===== config.mk =====
export PLATFORM = sky130hd
export DESIGN_NAME = decoder_seq
export DESIGN_NICKNAME = d
export VERILOG_FILES = /design/src/rtl/decoder_seq_pkg.sv /design/src/rtl/decoder_seq_onehot_dec.sv /design/src/rtl/decoder_seq.sv
export SDC_FILE = /design/constraint.sdc
export NUM_CORES = 1
export LEC_CHECK = 0
export BUFFER_PORTS_ARGS = -buffer_cell sky130_fd_sc_hd__buf_2
export CAP_MARGIN = 20
export CELL_PAD_IN_SITES_DETAIL_PLACEMENT = 1
export CELL_PAD_IN_SITES_GLOBAL_PLACEMENT = 1
export CORE_ASPECT_RATIO = 0.7
export CORE_MARGIN = 4
export CORE_UTILIZATION = 40
export DETAILED_ROUTE_END_ITERATION = 12
export GPL_ROUTABILITY_DRIVEN = 0
export PLACE_DENSITY = 0.75
export SYNTH_ARGS = -nofsm -noshare
export SYNTH_HDL_FRONTEND = slang
export SYNTH_HIERARCHICAL = 1
export SYNTH_SLANG_ARGS = --single-unit
export TNS_END_PERCENT = 50

===== constraint.sdc =====
create_clock -name clk -period 3.75 [get_ports clk]
set_clock_uncertainty 0.15 [all_clocks]
set_input_delay 0.75 -clock clk [delete_from_list [all_inputs] [get_ports clk]]
set_output_delay 0.75 -clock clk [all_outputs]
set_load 0.01 [all_outputs]

===== src/rtl/decoder_seq_pkg.sv =====
// Shared types and helpers for the registered one-hot decoder (decoder_seq).
// The optional wrap-around scan is selected by the DECODER_SEQ_WRAP_EN macro.
package decoder_seq_pkg;

  typedef enum logic [1:0] {
    IDLE   = 2'd0,
    DIRECT = 2'd1,
    SCAN   = 2'd2
  } state_e;

  localparam int unsigned ONEHOT_MAX_W = 256;

  // Returns a vector with only bit idx set; indices outside width yield zero.
  function automatic logic [ONEHOT_MAX_W-1:0] onehot_of(input int unsigned idx,
                                                        input int unsigned width);
    logic [ONEHOT_MAX_W-1:0] v;
    v = '0;
    if (idx < width && idx < ONEHOT_MAX_W) begin
      v[idx[7:0]] = 1'b1;
    end
    return v;
  endfunction

endpackage


===== src/rtl/decoder_seq_onehot_dec.sv =====
// Combinational SEL_W-to-2^SEL_W one-hot decoder, the parametrised form of the
// old fixed 3-to-8 gate-level decoder.
module onehot_dec
  import decoder_seq_pkg::*;
#(
  parameter  int SEL_W = 3,
  localparam int OUT_W = 2**SEL_W
) (
  input  logic [SEL_W-1:0] idx,
  output logic [OUT_W-1:0] onehot
);

  assign onehot = OUT_W'(onehot_of(32'(idx), OUT_W));

endmodule


===== src/rtl/decoder_seq.sv =====
// Registered one-hot decoder with valid/ready on both sides and a SCAN mode.
// Define DECODER_SEQ_WRAP_EN to make a SCAN cover all OUT_W indices from in_sel.
module decoder_seq
  import decoder_seq_pkg::*;
#(
  parameter  int SEL_W = 3,
  localparam int OUT_W = 2**SEL_W
) (
  input  logic             clk,
  input  logic             rst_n,
  input  logic             in_valid,
  output logic             in_ready,
  input  logic [SEL_W-1:0] in_sel,
  input  logic             in_scan,
  output logic             out_valid,
  input  logic             out_ready,
  output logic [OUT_W-1:0] out_onehot,
  output logic [SEL_W-1:0] out_idx,
  output logic             out_last
);

  state_e           state_q, state_d;
  logic [SEL_W-1:0] idx_q, idx_d;
  logic [SEL_W-1:0] end_q, end_d;
  logic             last_q, last_d;
  logic             valid_q, valid_d;
  logic [OUT_W-1:0] onehot_q, onehot_d;
  logic             ready_en_q;
  logic [OUT_W-1:0] dec_onehot;
  logic [SEL_W-1:0] cmd_end;
  logic [SEL_W-1:0] idx_inc;
  logic             accept;
  logic             out_hs;

`ifdef DECODER_SEQ_WRAP_EN
  assign cmd_end = in_sel - SEL_W'(1);
`else
  assign cmd_end = '1;
`endif

  assign idx_inc = idx_q + SEL_W'(1);

  // ready_en_q keeps the input closed until the first edge after reset release.
  always_comb begin
    in_ready = 1'b0;
    case (state_q)
      IDLE:    in_ready = ready_en_q;
      DIRECT:  in_ready = out_ready;
      default: in_ready = 1'b0;
    endcase
  end

  assign accept = in_valid && in_ready;
  assign out_hs = valid_q && out_ready;

  always_comb begin
    state_d = state_q;
    idx_d   = idx_q;
    end_d   = end_q;
    last_d  = last_q;
    valid_d = valid_q;

    case (state_q)
      IDLE, DIRECT: begin
        if (state_q == DIRECT && out_hs && !accept) begin
          state_d = IDLE;
          idx_d   = '0;
          last_d  = 1'b0;
          valid_d = 1'b0;
        end
        // DIRECT only reaches here with accept when out_hs also fires.
        if (accept) begin
          idx_d   = in_sel;
          valid_d = 1'b1;
          if (in_scan) begin
            state_d = SCAN;
            end_d   = cmd_end;
            last_d  = (in_sel == cmd_end);
          end else begin
            state_d = DIRECT;
            last_d  = 1'b1;
          end
        end
      end
      SCAN: begin
        if (out_hs) begin
          if (last_q) begin
            state_d = IDLE;
            idx_d   = '0;
            last_d  = 1'b0;
            valid_d = 1'b0;
          end else begin
            idx_d  = idx_inc;
            last_d = (idx_inc == end_q);
          end
        end
      end
      default: begin
        state_d = IDLE;
        idx_d   = '0;
        last_d  = 1'b0;
        valid_d = 1'b0;
      end
    endcase
  end

  onehot_dec #(.SEL_W(SEL_W)) u_dec (
    .idx    (idx_d),
    .onehot (dec_onehot)
  );

  assign onehot_d = valid_d ? dec_onehot : '0;

  always_ff @(posedge clk or negedge rst_n) begin
    if (!rst_n) begin
      state_q    <= IDLE;
      idx_q      <= '0;
      end_q      <= '0;
      last_q     <= 1'b0;
      valid_q    <= 1'b0;
      onehot_q   <= '0;
      ready_en_q <= 1'b0;
    end else begin
      state_q    <= state_d;
      idx_q      <= idx_d;
      end_q      <= end_d;
      last_q     <= last_d;
      valid_q    <= valid_d;
      onehot_q   <= onehot_d;
      ready_en_q <= 1'b1;
    end
  end

  assign out_valid  = valid_q;
  assign out_onehot = onehot_q;
  assign out_idx    = idx_q;
  assign out_last   = last_q;

endmodule


== Word level (Yosys, flattened, before mapping) ==
Index checks and enable logic that the tools add are counted.

* Latch bits: 0
* Word-level logic and storage cells: 54
* Input bits: 8
* Bits in writable memories: 0
* Flip-flop bits (word level): 17
* Output and inout bits: 14
* Memory bits (read-only): 0
* Memories kept: 0

* Shift-type cells: 0
* Bitwise logic cells: 0
* Reductions and logical operators: 11
* Multiplexer cells: 26
* Add/sub/neg operators: 1
* Divide/modulo/power cells: 0
* Magnitude comparators: 2
* Multipliers: 0
* Eq/ne operators: 7

{| class="wikitable"
|+ Operators with widths
! operator !! number
|-
| $mux 3 || 4
|-
| $mux 1 || 10
|-
| $mux 2 || 5
|-
| $lt 3x9->1 const B || 1
|-
| $mux 8 || 1
|-
| $pmux 1 s2 || 3
|-
| $pmux 3 s2 || 1
|-
| $reduce_and 3->1 || 2
|-
| $logic_and 1x1->1 || 5
|-
| $ne 2x2->1 const B || 2
|-
| $pmux 2 s2 || 1
|-
| $add 3x1->3 const B || 1
|-
| $demux 1 s3 || 1
|-
| $eq 3x3->1 || 1
|-
| $eq 3x3->1 const B || 1
|-
| $ge 3x1->1 const B || 1
|-
| $ne 3x3->1 const B || 1
|-
| $eq 2x1->1 const B || 1
|-
| $eq 2x2->1 const B || 1
|-
| $logic_not 2->1 || 1
|-
| $reduce_and 2->1 || 1
|-
| $reduce_or 2->1 || 1
|-
| $logic_not 1->1 || 1
|}

== Logic depth before layout (Yosys ltp) ==
Gate-level depths: netlist of run 1.

* Depth after elaboration: 13
* Depth in mapped cells: 7
* Mapped depth without buffers: 6

== Hierarchy ==
The synthesis of run 1 kept the hierarchy.

{| class="wikitable"
|+ By module, submodules not included
! module !! instances !! sequential area each (sq um) !! cells each !! area an instance (sq um)
|-
| decoder_seq || 1 || 425.4 || 71 || 804.5
|-
| onehot_dec || 1 || 0.0 || 8 || 65.1
|}

== Worst setup path after synthesis of run 1 ==
Ideal clock, no wire load.

* Kind: input to register
* From: input in_valid
* To: register onehot_q[3] (netlist: out_onehot[3])
* Arrival: 1.793 ns
* Path slack: 1.688 ns
* Buffers on the path: 0
* Stages on the path: 6
* Data required time: 3.481 ns
* Setup time: 0.119 ns
* Cells stage by stage: nand2b_4 o221a_4 a222oi_1 inv_1 and3b_2 and2_1

* Longest elaborated chain between the ends: 11
* Elaborated cells on any way between the ends: 15
* Those cells by class: order compare (2); mux (9); reduce/logical (4)

{| class="wikitable"
|+ RTL lines
! element !! RTL line !! source
|-
| start, declared || decoder_seq.sv:11 || <nowiki>input logic in_valid,</nowiki>
|-
| $logic_and 1x1->1 * || decoder_seq.sv:53 || <nowiki>assign accept = in_valid && in_ready;</nowiki>
|-
| $logic_not 1->1 || decoder_seq.sv:65 || <nowiki>if (state_q == DIRECT && out_hs && !accept) begin</nowiki>
|-
| $logic_and 1x1->1 || decoder_seq.sv:65 ||
|-
| $mux 3 || decoder_seq.sv:65 ||
|-
| $mux 3 * || decoder_seq.sv:72 || <nowiki>if (accept) begin</nowiki>
|-
| $pmux 3 s2 * || decoder_seq.sv:63 || <nowiki>case (state_q)</nowiki>
|-
| net idx_d[1] || decoder_seq.sv:23 || <nowiki>logic [SEL_W-1:0] idx_q, idx_d;</nowiki>
|-
| $lt 3x9->1 (implied by the code) / $ge 3x1->1 (equally long branches) || decoder_seq_pkg.sv:19 || <nowiki>v[idx[7:0]] = 1'b1;</nowiki>
|-
| $logic_and 1x1->1 (implied by the code) || decoder_seq_pkg.sv:19 ||
|-
| $mux 1 (implied by the code) || decoder_seq_pkg.sv:19 ||
|-
| $demux 1 s3 * || n/a ||
|-
| net dec_onehot[3] || decoder_seq.sv:29 || <nowiki>logic [OUT_W-1:0] dec_onehot;</nowiki>
|-
| $mux 8 * || decoder_seq.sv:112 || <nowiki>assign onehot_d = valid_d ? dec_onehot : '0;</nowiki>
|-
| net onehot_d[3] || decoder_seq.sv:27 || <nowiki>logic [OUT_W-1:0] onehot_q, onehot_d;</nowiki>
|-
| end signal, assigned || decoder_seq.sv:129 || <nowiki>onehot_q <= onehot_d;</nowiki>
|-
| end, declared || decoder_seq.sv:27 ||
|}

Mark *: on every way through the listed nets, which the timed path passes. The rest lies on a longest branch.
A chain may end at the register's enable or synchronous reset.

== Worst setup path in the final report of run 1 ==
* From: input out_ready
* To: output in_ready

* Longest elaborated chain between the ends: 1

{| class="wikitable"
|+ RTL lines
! element !! RTL line !! source
|-
| start, declared || decoder_seq.sv:16 || <nowiki>input logic out_ready,</nowiki>
|-
| $pmux 1 s2 || decoder_seq.sv:46 || <nowiki>case (state_q)</nowiki>
|-
| end, declared || decoder_seq.sv:12 || <nowiki>output logic in_ready,</nowiki>
|}

Every way passes these cells.

==> flow_summary.json, run 1 <==
{
  "ys_ff_latch": 17,
  "synth_nets": 88,
  "tightest_slew_ns": 0.509,
  "postRouteAntennaNets": 0,
  "antenna_found_initial": 0,
  "n_fill_cell": 236,
  "grt_pass1_wl_um": 3340,
  "drv_cap": 0,
  "vdd_drop_max_mv": 0.309,
  "relSlewSlack": 0.658,
  "synth-main-ff-cell": "dfrtp_1",
  "vias": 694,
  "route.met2.wl_um": 849,
  "reg2reg_depth": 6,
  "core_area_mm2": 0.00195,
  "critical_path.startpoint_type": "input pin",
  "htree_levels": 1,
  "cp_data_arrival_time_ns": 1.32,
  "cp.required_ns": 2.85,
  "yosysWarnings": 6,
  "grt_overflow": 0,
  "synth_area_per_cell_um2": 11.0,
  "wl_met3_um": 94,
  "internal-power_uw": 447,
  "synth_top_area_share": 0.489,
  "setup_viol": 0,
  "crit_fanout": 7,
  "rows": 13,
  "io_buffers": 21,
  "dieArea_mm2": 0.00300,
  "fin_ws_ns": 1.53,
  "p_sw_uw": 325,
  "ios": 22,
  "fin_util": 0.517,
  "drive_gt1_frac": 0.314,
  "cts_tree": "done",
  "clock-sinks": 17,
  "top_layer_used": "met4",
  "rsz0062_at_grt": "no",
  "slew_viol_final": 0,
  "area_growth_pct": 16.1,
  "die_h_um": 47.0,
  "root_buffer": "clkbuf_4",
  "pwr-share-comb": 0.482,
  "wl_per_cell_um": 15.8,
  "clk_pin_slew_worst_paths_ns": 0.10,
  "ctsHoldBuffers": 0,
  "via_per_inst": 5.60,
  "swShare": 0.421,
  "synth_area_leaders": "dfrtp_1, and2_1, and3b_2",
  "pwr_density_cell_mw_per_mm2": 765,
  "track_usage": 0.154,
  "syn_inst": 79,
  "die_w_um": 63.7,
  "synthTopCellsByCount": "dfrtp_1, and2_1",
  "postCtsSetupBuffers": 0,
  "diodes": 0,
  "dp_slack_ns": 1.36,
  "met1_length_um": 1010,
  "wl_um": 1970,
  "pwr-share-seq": 0.391,
  "yosys.area.top_type": "dfrtp_1",
  "hold_ws_ns": 0.205,
  "grt_pass1_vias": 682,
  "async_reset_ff_frac": 1.00,
  "min-delay-path-class": "in -> async",
  "clock_path_buffers": 2,
  "period_minus_slack_ns": 2.22,
  "setup_tns_ns": 0,
  "drtIter0Drc": 35,
  "status": "finished, final reports clean",
  "end_kind": "primary output",
  "synth_enable_flop_cells": 0,
  "detail_route.first_pass.iterations": 4,
  "drc": 0,
  "crit_type": "in -> out",
  "pwr-share-clk": 0.127,
  "dp_hpwl_um": 1540,
  "power_leakage_uw": 0.000498,
  "start_util": 0.446,
  "ys_seq_area_frac": 0.489,
  "cts_resized": 0,
  "nets": 112,
  "grt_max_degree": 18,
  "cts_buffers": 3,
  "hold_violations": 0,
  "clock_latency_ns": 0.29,
  "yosysMostFrequentCell": "dfrtp_1",
  "max_clock_freq_mhz": 451,
  "period_share": 0.591,
  "ys_types": 32,
  "syn_area_um2": 870
}
==> cell usage in the layout (no fill, tap or decap), drive strengths merged <==
| cell | instances |
|---|---|
| a22oi | 1 |
| and2 | 8 |
| a222oi | 1 |
| nand2 | 4 |
| o211ai | 4 |
| a22o | 1 |
| nor3 | 3 |
| conb | 1 |
| a32oi | 2 |
| inv | 4 |
| mux2i | 1 |
| nand2b | 4 |
| ha | 1 |
| nor3b | 3 |
| and3 | 2 |
| xnor2 | 1 |
| nor2 | 2 |
| buf | 21 |
| dfrtp | 17 |
| nor4 | 1 |
| o21ai | 1 |
| a21o | 1 |
| a21oi | 5 |
| clkbuf | 4 |
| and3b | 3 |
| a221o | 1 |
| o221a | 1 |
| nand3b | 1 |
| nand3 | 3 |
==> worst max-delay path: stages <==
cell and delay [ns]:
buf_2 0.15, nand2_1 0.13, a21oi_1 0.15, buf_2 0.14
==> path summary, 6_finish.rpt <==
check	start	to	slack, ns
worst max-delay path	out_ready	in_ready	1.53
worst min-delay path	rst_n	end_q[0]	0.20
worst max register to register	out_idx[0]	out_onehot[3]	1.64
worst min register to register	end_q[0]	end_q[0]	0.35
max in group asynchronous	rst_n	out_onehot[0]	2.95
min in group clk	end_q[0]	end_q[0]	0.35
==> kinds of logic (layout without fill, tap and decap cells) <==
kind of cell             count (synthesis)  count (layout)  synth area share
AO/OA/AOI/OAI                           18              18             0.176
XOR/XNOR                                 1               1            0.0101
adder cells (fa/ha/maj)                  1               1            0.0144
buffers and inverters                    6              29            0.0388
flip-flops                              17              17             0.489
multiplexers                             1               1            0.0115
other                                    1               1           0.00431
AND/OR/NAND/NOR                         34              34             0.256
==> per-layer routing <==
layer  GRT usage  up-vias
met3      0.0550        2
met1       0.203      341
met4      0.0644        0
li1            -      335
met5           0        -
met2       0.237       16
==> flip-flops by register name, summed over array words and instances, names as in the netlist <==
name        flops
out_last        1
end_q           1
state_q         2
out_valid       1
out_idx         3
out_onehot      8
ready_en_q      1
==> power by group through the flow <==
stage	clock (µW)	combinational [µW]	sequential [µW]
6_report	98.3	372	302
5_1_grt	112	416	312
4_1_cts	103	377	301
3_5_place_dp	0	374	305
3_3_place_gp	0	363	304
2_1_floorplan	0	257	311
==> area by class of cell <==
cell class | count | area [µm²] | share of cell area
Tap cell | 22 | 27.5 | 0.0273
Multi-Input combinational cell | 56 | 410 | 0.406
Timing Repair Buffer | 21 | 105 | 0.104
Clock buffer | 4 | 26.3 | 0.0260
Sequential cell | 17 | 425 | 0.421
Inverter | 4 | 15.0 | 0.0149
==> metrics by stage <==
step / instances / area [µm²] / power, µW
after floorplan: 79 / 870 / 568
after CTS: 124 / 1010 / 782
final: 124 / 1010 / 772
after detailed placement: 120 / 983 / 678
after global placement: 120 / 983 / 667
after global routing: 124 / 1010 / 840
(Power assumes the default switching activity.)
==> run 2: changes to the inputs <==
--- a/config.mk
+++ b/config.mk
@@ -11,10 +11,10 @@
 export CELL_PAD_IN_SITES_GLOBAL_PLACEMENT = 1
 export CORE_ASPECT_RATIO = 0.7
 export CORE_MARGIN = 4
-export CORE_UTILIZATION = 40
+export CORE_UTILIZATION = 39
 export DETAILED_ROUTE_END_ITERATION = 12
 export GPL_ROUTABILITY_DRIVEN = 0
-export PLACE_DENSITY = 0.75
+export PLACE_DENSITY = 0.73
 export SYNTH_ARGS = -nofsm -noshare
 export SYNTH_HDL_FRONTEND = slang
 export SYNTH_HIERARCHICAL = 1
==> constraint.sdc (replaced) <==
create_clock -name clk -period 2.31 [get_ports clk]
set_clock_uncertainty 0.15 [all_clocks]
set_input_delay 0.462 -clock clk [delete_from_list [all_inputs] [get_ports clk]]
set_output_delay 0.462 -clock clk [all_outputs]
set_load 0.01 [all_outputs]
==> flow_summary.json, run 2 (synthesized netlist as in run 1, its figures left out) <==
{
  "core_area_mm2": 0.00198,
  "wl_um": 2210,
  "dp_hpwl_um": 1700,
  "drive_gt1_frac": 0.327,
  "grt_overflow": 0,
  "cts_buffers": 3,
  "clock_latency_ns": 0.30,
  "clk_pin_slew_worst_paths_ns": 0.10,
  "end_kind": "flop",
  "start_util": 0.438,
  "timing.rr.start": "state_q[0]",
  "dieArea_mm2": 0.00306,
  "critical_path.startpoint_type": "flop",
  "io_buffers": 21,
  "drc": 0,
  "min-delay-path-class": "in -> reg",
  "worst-path-buf-inv": 1,
  "path_cells": "nand2b_4, o221a_4, a222oi_1, inv_1, and3_2, and2_1",
  "track_usage": 0.164,
  "crit_type": "reg -> reg",
  "crit_fanout": 9,
  "grt_max_degree": 18,
  "cts_tree": "done",
  "clock_path_buffers": 2,
  "layout_commonest_cell": "buf_2",
  "cp.required_ns": 2.35,
  "wl_per_cell_um": 16.5,
  "setup_viol": 0,
  "drv_cap": 0,
  "cts_resized": 0,
  "max_clock_freq_mhz": 482,
  "rsz0062_at_grt": "no",
  "n_fill_cell": 237,
  "setup_tns_ns": 0,
  "fin_util": 0.523,
  "pwr_density_cell_mw_per_mm2": 1240,
  "postCtsSetupBuffers": 0,
  "ios": 22,
  "slowest_delay_ns": 0.48,
  "diodes": 0,
  "crit_family": "simple AND/OR/NAND/NOR gates",
  "slew_viol_final": 0,
  "drtIter0Drc": 44,
  "clock-sinks": 17,
  "grt_pass1_wl_um": 3630,
  "period_share": 0.898,
  "die_h_um": 47.5,
  "root_buffer": "clkbuf_4",
  "rows": 13,
  "grt_pass1_vias": 671,
  "antenna_found_initial": 0,
  "final_cell_mix": "buf_2, dfrtp_1, and2_1",
  "startpoint": "state_q[0]",
  "status": "finished, final reports clean",
  "htree_levels": 1,
  "vias": 696,
  "power_leakage_uw": 0.000511,
  "period_minus_slack_ns": 2.07,
  "hold_start": "in_scan",
  "detail_route.first_pass.iterations": 4,
  "slowest_stage": "dfrtp_1",
  "die_w_um": 64.4,
  "largest_register_ffs": 8,
  "via_per_inst": 5.19,
  "area_growth_pct": 19.4,
  "nets": 114,
  "postRouteAntennaNets": 0,
  "cp_data_arrival_time_ns": 2.12,
  "vdd_drop_max_mv": 0.557,
  "hold_violations": 0
}
run 2: cell types whose count changed in the layout (fill, tap and decap cells not counted):
| cell | previous run | this run |
|---|---|---|
| buf_4 | 0 | 1 |
| dlygate4sd3_1 | 0 | 1 |
| clkbuf_1 | 1 | 0 |
| clkinv_2 | 0 | 1 |
run 2: worst register-to-register path: cells and delay by family, from the launching register on:
family	cells	cell delay, ns
compound gates	2	0.57
buf+inv	1	0.18
flops	1	0.48
simple gates	3	0.59
run 2: per-layer routing:
metal / part of all wire / GRT usage / vias up
met3: 0.081 / 0.0587 / 3
li1: - / - / 335
met2: 0.43 / 0.244 / 28
met1: 0.48 / 0.233 / 330
met4: 0.0086 / 0.0378 / 0
met5: 0 / 0 / -
run 2: metrics by stage:
step | area [µm²] | std cells | setup WS (ns) | total power (µW) | hold slack [ns]
floorplan | 870 | 79 | 0.395 | 923 | 0.0164
global placement | 1000 | 129 | 0.278 | 1110 | 0.254
detailed placement | 1000 | 129 | 0.221 | 1130 | 0.260
CTS | 1040 | 134 | 0.225 | 1300 | 0.264
global route | 1040 | 134 | 0.118 | 1390 | 0.264
finish | 1040 | 134 | 0.236 | 1290 | 0.276
run 2: final timing paths:
kind | to | slack, ns | cells after the start
min in group asynchronous | end_q[0] | 0.44 | 2
max in group asynchronous | out_onehot[7] | 1.29 | 2
max | out_onehot[7] | 0.24 | 6
max reg2reg | out_onehot[7] | 0.24 | 6
min reg2reg | end_q[0] | 0.36 | 1
min | state_q[0] | 0.28 | 2
run 2: timing repair:
action / CTS / global route
setup endpoints to repair: 0 / 0
hold buffers: 1 / 0
hold endpoints to repair: 17 / 0
run 2: power breakdown:
| part | internal, µW | leakage (µW) | total [µW] | switching (µW) |
|---|---|---|---|---|
| registers | 392 | 0.000218 | 498 | 106 |
| logic | 280 | 0.000275 | 623 | 344 |
| clock network | 64.7 | 0.0000177 | 167 | 102 |
| total | 736 | 0.000511 | 1290 | 552 |
run 2: area by class of cell:
| type | count | area (µm²) | area share |
|---|---|---|---|
| tap | 30 | 37.5 | 0.0361 |
| clock buffer | 3 | 22.5 | 0.0217 |
| multi-input combinational | 56 | 410 | 0.395 |
| sequential | 17 | 425 | 0.410 |
| inverter | 4 | 15.0 | 0.0145 |
| timing repair buffer | 23 | 123 | 0.118 |
| clock inverter | 1 | 5.00 | 0.00482 |
